===== src/rtl/time_display.sv =====
// Four-digit multiplexed seven-segment driver: splits hour/minute into decimal
// digits, scans them onto a common-anode display and blinks the digit being edited.
module time_display #(
  parameter int SCAN_DIV  = 100000,
  parameter int BLINK_DIV = 25000000
) (
  input  logic       clk,
  input  logic       rst,
  input  logic [5:0] hour,
  input  logic [5:0] minute,
  input  logic [2:0] twinkle,
  output logic [7:0] seg_n,
  output logic [3:0] an_n
);

  localparam int SW = $clog2(SCAN_DIV);
  localparam int BW = $clog2(BLINK_DIV);
  localparam logic [SW-1:0] SC_LAST = SW'(SCAN_DIV - 1);
  localparam logic [BW-1:0] BC_LAST = BW'(BLINK_DIV - 1);

  logic [5:0]    h_q, m_q;
  logic [2:0]    t_q, t_prev;
  logic [SW-1:0] sc;
  logic [BW-1:0] bc;
  logic [1:0]    idx;
  logic          phase;

  logic          t_chg;
  logic [3:0]    digit;
  logic          blank;
  logic [6:0]    pat;
  logic [3:0]    an_d;

  function automatic logic [6:0] seg7(input logic [3:0] d);
    case (d)
      4'd0:    seg7 = 7'b1000000;
      4'd1:    seg7 = 7'b1111001;
      4'd2:    seg7 = 7'b0100100;
      4'd3:    seg7 = 7'b0110000;
      4'd4:    seg7 = 7'b0011001;
      4'd5:    seg7 = 7'b0010010;
      4'd6:    seg7 = 7'b0000010;
      4'd7:    seg7 = 7'b1111000;
      4'd8:    seg7 = 7'b0000000;
      4'd9:    seg7 = 7'b0010000;
      default: seg7 = 7'b1111111;
    endcase
  endfunction

  always_ff @(posedge clk or negedge rst) begin
    if (!rst) begin
      h_q    <= '0;
      m_q    <= '0;
      t_q    <= 3'd4;
      t_prev <= 3'd4;
    end else begin
      h_q    <= hour;
      m_q    <= minute;
      t_q    <= twinkle;
      t_prev <= t_q;
    end
  end

  assign t_chg = (t_q != t_prev);

  always_ff @(posedge clk or negedge rst) begin
    if (!rst) begin
      sc  <= '0;
      idx <= '0;
    end else if (sc == SC_LAST) begin
      sc  <= '0;
      idx <= idx + 2'd1;
    end else begin
      sc  <= sc + 1'b1;
    end
  end

  // A change of edit position restarts the blink so the new digit shows at once.
  always_ff @(posedge clk or negedge rst) begin
    if (!rst) begin
      bc    <= '0;
      phase <= 1'b0;
    end else if (t_chg) begin
      bc    <= '0;
      phase <= 1'b0;
    end else if (bc == BC_LAST) begin
      bc    <= '0;
      phase <= ~phase;
    end else begin
      bc    <= bc + 1'b1;
    end
  end

  always_comb begin
    digit = '0;
    an_d  = 4'b1111;
    case (idx)
      2'd0: begin digit = 4'(h_q / 6'd10); an_d = 4'b0111; end
      2'd1: begin digit = 4'(h_q % 6'd10); an_d = 4'b1011; end
      2'd2: begin digit = 4'(m_q / 6'd10); an_d = 4'b1101; end
      default: begin digit = 4'(m_q % 6'd10); an_d = 4'b1110; end
    endcase
    blank = (t_q < 3'd4) && (t_q[1:0] == idx) && phase;
    pat   = blank ? 7'b1111111 : seg7(digit);
  end

  always_ff @(posedge clk or negedge rst) begin
    if (!rst) begin
      seg_n <= 8'hFF;
      an_n  <= 4'hF;
    end else begin
      seg_n <= {(idx != 2'd1), pat};
      an_n  <= an_d;
    end
  end

endmodule


===== config.mk =====
export PLATFORM = sky130hd
export DESIGN_NAME = time_display
export DESIGN_NICKNAME = d
export VERILOG_FILES = /design/src/rtl/time_display.sv
export SDC_FILE = /design/constraint.sdc
export NUM_CORES = 1
export LEC_CHECK = 0
export BUFFER_PORTS_ARGS = -buffer_cell sky130_fd_sc_hd__buf_2
export CAP_MARGIN = 20
export CORE_MARGIN = 4
export CORE_UTILIZATION = 60
export DETAILED_ROUTE_END_ITERATION = 16
export PLACE_DENSITY_LB_ADDON = 0.2
export SETUP_SLACK_MARGIN = 0.05
export SLEW_MARGIN = 15
export SYNTH_ARGS = -nofsm -noshare
export SYNTH_HDL_FRONTEND = slang
export SYNTH_SLANG_ARGS = --single-unit
export TNS_END_PERCENT = 50

===== constraint.sdc =====
create_clock -name clk -period 3.8 [get_ports clk]
set_input_delay 0.38 -clock clk [delete_from_list [all_inputs] [get_ports clk]]
set_output_delay 0.38 -clock clk [all_outputs]
set_load 0.02 [all_outputs]

==> results.tsv, run 1 <==
metric	value	unit
WL/cell	14.6	um
Vias	2740	
Sw Ratio	0.244	
Die Y	88.8	um
maximum buffer depth of the clock tree	2	
final worst slack	263	ps
fillers	494	
port bufs	28	
Seq pwr share	0.504	
CTS root buf	clkbuf_8	
P per Cell Area	380	nW/um2
initial antenna violation count	0	
share of layout cells above drive strength 1	0.203	
setup violators final	0	
chip width	88.8	um
Leak	1.88	nW
Synth area leaders	dfrtp_1, dfstp_2, xor2_1	
startpoint types	register	
Final min period	3540	ps
CP Capture Type	register	
Placement Setup Slack	163	ps
setup TNS after final layout	0	ps
Worst EP arrival	3810	ps
Max Slew Vio Count	0	
Seq/Total Area, Yosys	0.477	
# DRC	0	
Via-to-Cell Ratio	5.65	
Critical Setup Path Class	reg2reg	
largest net degree at the start of global routing	51	
hold crit path type	in2async	
syn nets	405	
GR Overflow Total	0	
Mapped Area	3920	um2
synthesis-stage register bit count	74	
Final Util	0.682	
Sink Count	74	
clock share of power	0.402	
CTS tree	built	
core area	6350	um2
crit-path max FO	8	
synth unique cells	65	
max cap viols	0	
DP Wirelength	4.93	mm
share of the synthesized area in the top cell type	0.390	
vias in the first global route	2702	
outcome	completed	
Tcrit/Tclk final	0.931	
asr flop ratio synth	1.00	
final net count	436	
Clock transition at path regs	80	ps
Net Sw Power	0.402	mW
Synth area leader	dfrtp_1	
number of synthesized flops with an enable pin	0	
Main synth FF type	dfrtp_1	
clk_skew	9.10	ps
DRT Wirelength	7.09	mm
Final GP Congestion	0.883	
Comb power frac	0.094	
wire length of the first global-routing pass	12.4	mm
# H-tree levels	3	
ANT nets after route	0	
Hold Vio Cnt, Final	0	
number of I/O pins	29	
Total Routing Usage GR	0.204	
syn_area_per_cell	10.5	um2
n_diodes	0	
die area	7890	um2
cells after synthesis	372	
initial drt markers	100	
Area growth syn-to-layout	10.5	%
worst slew pin tran	1100	ps
Hold Buf Count CTS	0	
WP data required	4070	ps
Peak VDD IR	266	uV
total CTS buffers	9	
internal power	1.24	mW
initial core utilization	0.617	
later-pin clock latency in the skew report	340	ps
setup repair after global routing missed its margin	no	
Synth warnings	0	
Max Fclk	283	MHz
Cell Rows	29	
first drt pass iteration count	4	
slew margin rel.	0.254	
## per-stage QoR
step | instances | power (mW) | hold WS [ps] | instance area, um2
finish | 485 | 1.64 | 48.1 | 4330
floorplan | 372 | 0.945 | 84.4 | 3920
CTS | 485 | 1.66 | 124 | 4310
detailed placement | 469 | 0.998 | 379 | 4100
global route | 485 | 1.72 | 90.9 | 4330
global placement | 469 | 0.996 | 380 | 4100
## placed cells by master, fill, tap and decap left out, drive strengths merged, types with 2 or more instances in the layout
| cell | synthesis | routed |
|---|---|---|
| or3 | 2 | 2 |
| clkinvlp | 0 | 2 |
| and3 | 8 | 8 |
| o22ai | 3 | 3 |
| o211ai | 3 | 3 |
| a211oi | 2 | 2 |
| nor2b | 8 | 8 |
| or2 | 2 | 2 |
| clkinv | 0 | 3 |
| a221o | 2 | 2 |
| dfrtp | 61 | 61 |
| and2 | 4 | 4 |
| nor3 | 6 | 6 |
| a22oi | 4 | 4 |
| nor4b | 2 | 2 |
| and4 | 3 | 3 |
| xnor2 | 22 | 22 |
| buf | 6 | 31 |
| nand3 | 18 | 18 |
| nand2b | 5 | 5 |
| nor4 | 3 | 3 |
| nand2 | 18 | 18 |
| o31ai | 2 | 2 |
| bufinv | 0 | 2 |
| dfstp | 13 | 13 |
| mux2i | 8 | 8 |
| nand4 | 9 | 9 |
| nor2 | 48 | 48 |
| nor3b | 2 | 2 |
| xor2 | 24 | 24 |
| inv | 16 | 16 |
| clkbuf | 5 | 9 |
| mux2 | 8 | 8 |
| ha | 16 | 16 |
| a21oi | 8 | 8 |
| o21ai | 11 | 11 |
## metal layers
layer,up-vias,track usage,part of all wire,routed length [um]
met2,53,0.334,0.48,3440
met1,1317,0.266,0.46,3250
met5,-,0,0,0
li1,1355,-,-,-
met3,15,0.0475,0.036,253
met4,0,0.0728,0.021,146
## what timing repair did
item	4_1_cts	5_1_grt
gates resized for setup	0	3
setup endpoints to repair	0	7
buffers inserted	0	0
## layout make-up
type / count / area, um2 / area share
multi-input combinational: 271 / 1920 / 0.444
clock buffer: 9 / 124 / 0.0286
tap: 77 / 96.3 / 0.0222
sequential: 74 / 1870 / 0.431
inverter: 16 / 62.6 / 0.0144
clock inverter: 7 / 93.8 / 0.0217
timing repair buffer: 31 / 165 / 0.0381
## worst paths after layout
path,cells after the start,startpoint,endpoint,slack [ps]
setup / recovery,14,idx[1],seg_n[4],260
hold / removal,1,rst,h_q[4],50
setup reg to reg,14,idx[1],seg_n[4],260
hold reg to reg,0,t_q[2],t_prev[2],390
max in group asynchronous,2,rst,seg_n[1],2950
min in group clk,1,twinkle[2],t_q[2],130
## power groups by stage
| stage | clock, mW | combinational (mW) | sequential, mW |
|---|---|---|---|
| 6_report | 0.662 | 0.154 | 0.828 |
| 5_1_grt | 0.713 | 0.174 | 0.832 |
| 4_1_cts | 0.676 | 0.155 | 0.829 |
| 3_5_place_dp | 0 | 0.154 | 0.844 |
| 3_3_place_gp | 0 | 0.152 | 0.843 |
| 2_1_floorplan | 0 | 0.0908 | 0.854 |
## critical path: stages (launching register included)
cell,delay (ps)
dfrtp_1,450
inv_1,170
ha_4,220
mux2_2,390
inv_1,130
ha_1,350
nor2_1,150
o22ai_1,90
a221o_1,290
o21ai_0,90
ha_1,190
nor2_1,50
a211o_2,420
mux2_4,320
a32oi_1,160
## kinds of logic after synthesis
kind of cell             count (synthesis)  share of synthesized area
AND/OR/NAND/NOR                        144                      0.191
flip-flops                              74                      0.477
AO/OA/AOI/OAI                           49                     0.0910
XOR/XNOR                                46                      0.103
buffers and inverters                   27                     0.0367
multiplexers                            16                     0.0504
adder cells (fa/ha/maj)                 16                     0.0511
## Yosys cell counts, types with 4 or more instances
cell	number
nand2_1	18
mux2_4	4
dfrtp_1	61
xor2_1	24
mux2i_1	7
nand2b_1	5
o21ai_0	10
nand3_1	18
nor2_1	48
clkbuf_1	5
ha_1	16
inv_1	14
xnor2_1	22
nand4_1	9
and3_1	8
a21oi_1	8
nor2b_1	7
nor3_1	6
mux2_2	4
dfstp_2	13
## flip-flops by register name, summed over array words and instances, names as in the netlist
| signal | flops |
|---|---|
| an_n | 4 |
| bc | 25 |
| t_q | 3 |
| h_q | 6 |
| phase | 1 |
| m_q | 6 |
| seg_n | 7 |
| idx | 2 |
| sc | 17 |
| t_prev | 3 |
Note: power is estimated with default switching activity, not from simulation.
==> inputs of run 2 (changes only) <==
==> constraint.sdc (replaced) <==
create_clock -name clk -period 3.8 [get_ports clk]
set_input_delay 0 -clock clk [delete_from_list [all_inputs] [get_ports clk]]
set_output_delay 0 -clock clk [all_outputs]
set_load 0.02 [all_outputs]
==> results.tsv, run 2 (same netlist as run 1, synthesis figures left out) <==
metric	value	unit
Sw Ratio	0.239	
final net count	452	
Cell Rows	29	
Sink Count	74	
reg2reg setup slack	320	ps
setup repair bufs after CTS	0	
Seq pwr share	0.500	
Net Sw Power	0.397	mW
port bufs	28	
fillers	460	
multi-input logic area	1920	um2
# H-tree levels	3	
chip width	88.8	um
Non-Filler Instances	501	
startpoint types	register	
outcome	completed	
Clock transition at path regs	80	ps
Worst Hold Depth	2	
WL/cell	14.7	um
Largest regs	bc x25, sc x17, seg_n x7	
final worst slack	321	ps
DRT Wirelength	7.38	mm
internal power	1.26	mW
slew margin rel.	0.405	
reg2reg path depth	13	
Vias	2777	
die area	7890	um2
commonest cells after routing, fill and taps aside	dfrtp_1, nor2_1, buf_2, xor2_1, xnor2_1	
Storage cell area	1870	um2
Tcrit/Tclk final	0.916	
number of I/O pins	29	
setup TNS after final layout	0	ps
reg2reg start	idx[1]	
Placement Setup Slack	267	ps
worst hold-check slack	293	ps
Critical Setup Path Class	reg2reg	
core area	6350	um2
max reg flops	25	
Max Slew Vio Count	0	
initial antenna violation count	0	
setup violators final	0	
clock share of power	0.399	
first drt pass iteration count	4	
share of layout cells above drive strength 1	0.196	
crit-path max FO	13	
Area growth syn-to-layout	14.6	%
P per Cell Area	369	nW/um2
CP Capture Type	register	
later-pin clock latency in the skew report	350	ps
# DRC	0	
Biggest register	bc	
FF-to-FF End	seg_n[4]	
Peak VDD IR	355	uV
Comb power frac	0.101	
n_diodes	0	
maximum buffer depth of the clock tree	2	
Final GP Congestion	0.916	
largest net degree at the start of global routing	39	
wire length of the first global-routing pass	13.1	mm
CTS tree	built	
DP Wirelength	5.03	mm
clk_skew	9.35	ps
hold crit path type	in2reg	
Max Fclk	287	MHz
worst slew pin tran	892	ps
Worst EP arrival	3750	ps
vias in the first global route	2857	
Hold Vio Cnt, Final	0	
CTS root buf	clkbuf_8	
max cap viols	0	
ANT nets after route	0	
setup repair after global routing missed its margin	no	
GR Overflow Total	0	
initial drt markers	89	
Via-to-Cell Ratio	5.54	
WP data required	4070	ps
total CTS buffers	9	
Inst Count DP	469	
WHS Endpoint	h_q[0]	
Leak	1.95	nW
Die Y	88.8	um
Final min period	3480	ps
initial core utilization	0.617	
hold path start	hour[0]	
most common cell after layout, fill and taps aside	dfrtp_1	
Total Routing Usage GR	0.217	
[run 2: timing repair]
| item | 4_1_cts | 5_1_grt |
|---|---|---|
| endpoints found under the setup margin | 0 | 3 |
| hold endpoints to repair | 42 | 0 |
| hold buffers | 16 | 0 |
| resized for setup | 0 | 1 |
[run 2: layer usage]
| metal | global-route usage | share of wire |
|---|---|---|
| met1 | 0.274 | 0.45 |
| met2 | 0.358 | 0.50 |
| met3 | 0.0447 | 0.028 |
| met4 | 0.0975 | 0.020 |
| met5 | 0 | 0 |
[run 2: power groups by stage]
stage               Combinational, mW  Sequential [mW]  Clock (mW)
floorplan                      0.0908            0.854           0
global placement                0.152            0.843           0
detailed placement              0.156            0.844           0
CTS                             0.169            0.829       0.675
global route                    0.190            0.832       0.711
finish                          0.168            0.829       0.661
[run 2: worst max-delay path by stage]
stage               slack (ps)    from       end
finish                     320  idx[1]  seg_n[4]
detailed placement         270  idx[1]  seg_n[4]
floorplan                  350  idx[1]  seg_n[4]
global route               100  idx[1]  seg_n[4]
global placement           360  idx[1]  seg_n[4]
CTS                        250  idx[1]  seg_n[4]
[run 2: critical path, stage by stage, from the launching register on]
cell and delay [ps]:
dfrtp_1 430, inv_1 140, ha_2 300, mux2_2 480
ha_1 330, nor2_1 110, o22ai_1 80, a221o_1 300
o21ai_0 80, ha_1 180, nor2_1 50, a211o_1 420
mux2_4 330, a32oi_1 160
[run 2: final cells by class]
| cell class | count | area share |
|---|---|---|
| Multi-Input combinational cell | 271 | 0.427 |
| Sequential cell | 74 | 0.416 |
| Timing Repair Buffer | 47 | 0.0719 |
| Clock inverter | 3 | 0.0100 |
| Tap cell | 77 | 0.0215 |
| Clock buffer | 13 | 0.0399 |
| Inverter | 16 | 0.0139 |
[run 2: through the flow]
| step | utilization | area [um2] | power (mW) |
|---|---|---|---|
| final | 0.707 | 4490 | 1.66 |
| after detailed placement | 0.645 | 4100 | 1.00 |
| after global placement | 0.645 | 4100 | 0.996 |
| after floorplan | - | 3920 | 0.945 |
| after CTS | 0.706 | 4480 | 1.67 |
| after global routing | 0.707 | 4490 | 1.73 |
==> inputs of run 3 (changes only) <==
- CELL_PAD_IN_SITES_DETAIL_PLACEMENT: default -> 1
- CELL_PAD_IN_SITES_GLOBAL_PLACEMENT: default -> 1
- CORE_UTILIZATION: 60 -> 48
==> results.tsv, run 3 (same netlist as run 1, synthesis figures left out) <==
metric	value	unit
critical path depth	14	
port bufs	28	
max reg flops	25	
clk_skew	13.0	ps
Non-Filler Instances	528	
Via-to-Cell Ratio	5.45	
chip width	98.4	um
wire length of the first global-routing pass	15.9	mm
share of layout cells above drive strength 1	0.197	
max cap viols	0	
hold crit path type	in2async	
largest net degree at the start of global routing	50	
setup repair after global routing missed its margin	no	
WP data required	4070	ps
initial drt markers	119	
WL/cell	16.9	um
vias in the first global route	3228	
initial antenna violation count	0	
CTS root buf	clkbuf_8	
worst slew pin tran	939	ps
worst hold-check slack	212	ps
CTS tree	built	
DRT Wirelength	8.94	mm
Total Routing Usage GR	0.204	
Critical Setup Path Class	reg2reg	
Die Y	98.4	um
buffer and inverter count on the worst path	2	
n_diodes	0	
cell area after placement	4140	um2
GR Overflow Total	0	
Cell Rows	32	
Final GP Congestion	0.904	
most common cell after layout, fill and taps aside	dfrtp_1	
Final Instance Area	4490	um2
maximum buffer depth of the clock tree	2	
die area	9670	um2
first drt pass iteration count	4	
setup repair bufs after CTS	0	
crit-path max FO	8	
# DRC	0	
# H-tree levels	3	
Inst Count DP	496	
initial core utilization	0.499	
later-pin clock latency in the skew report	350	ps
Biggest register	bc	
startpoint types	register	
setup violators final	0	
worst-path cell chain	inv_1, ha_1, mux2_2, inv_1, ha_1, nor2_1, o22ai_1, a221o_1, o21ai_0, ha_1, nor2_1, a211o_1, mux2_4, a32oi_1	
Tcrit/Tclk final	0.926	
commonest cells after routing, fill and taps aside	dfrtp_1, nor2_1, buf_2, xor2_1, xnor2_1	
Sink Count	74	
slew margin rel.	0.365	
outcome	completed	
Max stage delay on crit path	450	ps
total CTS buffers	9	
CP Capture Type	register	
Area growth syn-to-layout	14.6	%
final net count	454	
Final min period	3520	ps
CP dominant cell by count	ha_1	
number of I/O pins	29	
Largest regs	bc x25, sc x17, seg_n x7	
Peak VDD IR	238	uV
slowest cell on the critical path	dfrtp_1	
DP Wirelength	6.06	mm
Hold Vio Cnt, Final	0	
Max Slew Vio Count	0	
Vias	2875	
reg2reg path depth	14	
CP delay by family, top	compound AO/OA/AOI/OAI gates	
Leak	1.94	nW
setup TNS after final layout	0	ps
Clock transition at path regs	90	ps
ANT nets after route	0	
Worst EP arrival	3790	ps
P per Cell Area	347	nW/um2
Max Fclk	284	MHz
reg2reg start	idx[1]	
core area	7850	um2
Worst Setup SP	idx[1]	
run 3: changes by cell type in the layout (fill, tap and decap cells not counted), sizes merged:
cell and delta:
clkinv +4, bufinv -1, buf +2, clkbuf -2, clkinvlp -1
run 3: final cells by class:
class | instances | area (um2)
Fill cell | 877 | 3360
Sequential cell | 74 | 1870
Timing Repair Buffer | 49 | 340
Inverter | 16 | 62.6
Clock buffer | 11 | 141
Clock inverter | 5 | 31.3
Tap cell | 102 | 128
Multi-Input combinational cell | 271 | 1920
run 3: per-layer routing:
layer / global-route usage / vias up / part of all wire
met4: 0.0777 / 0 / 0.022
li1: - / 1386 / -
met1: 0.250 / 1428 / 0.44
met5: 0 / - / 0
met2: 0.353 / 43 / 0.51
met3: 0.0429 / 18 / 0.029
run 3: final timing paths:
path | endpoint | slack (ps)
max | seg_n[4] | 280
min | m_q[5] | 210
max reg2reg | seg_n[4] | 280
min reg2reg | t_prev[2] | 400
max in group asynchronous | an_n[1] | 2760
min in group clk | h_q[2] | 300
run 3: through the flow:
step	utilization	power, mW	worst slack, ps
3_5_place_dp	0.528	1.01	346
4_1_cts	0.570	1.57	305
3_3_place_gp	0.528	0.999	517
2_1_floorplan	-	0.945	355
5_1_grt	0.572	1.64	61.2
6_report	0.572	1.56	283
run 3: what timing repair did:
action                     4_1_cts  5_1_grt
setup endpoints to repair        0        1
hold buffers                    16        0
hold endpoints to repair        59        0
resized for setup                0        1
run 3: where the power goes:
part	switching, mW	internal (mW)
Combinational	0.102	0.0739
Clock	0.299	0.253
Sequential	0.0151	0.815
Total	0.416	1.14
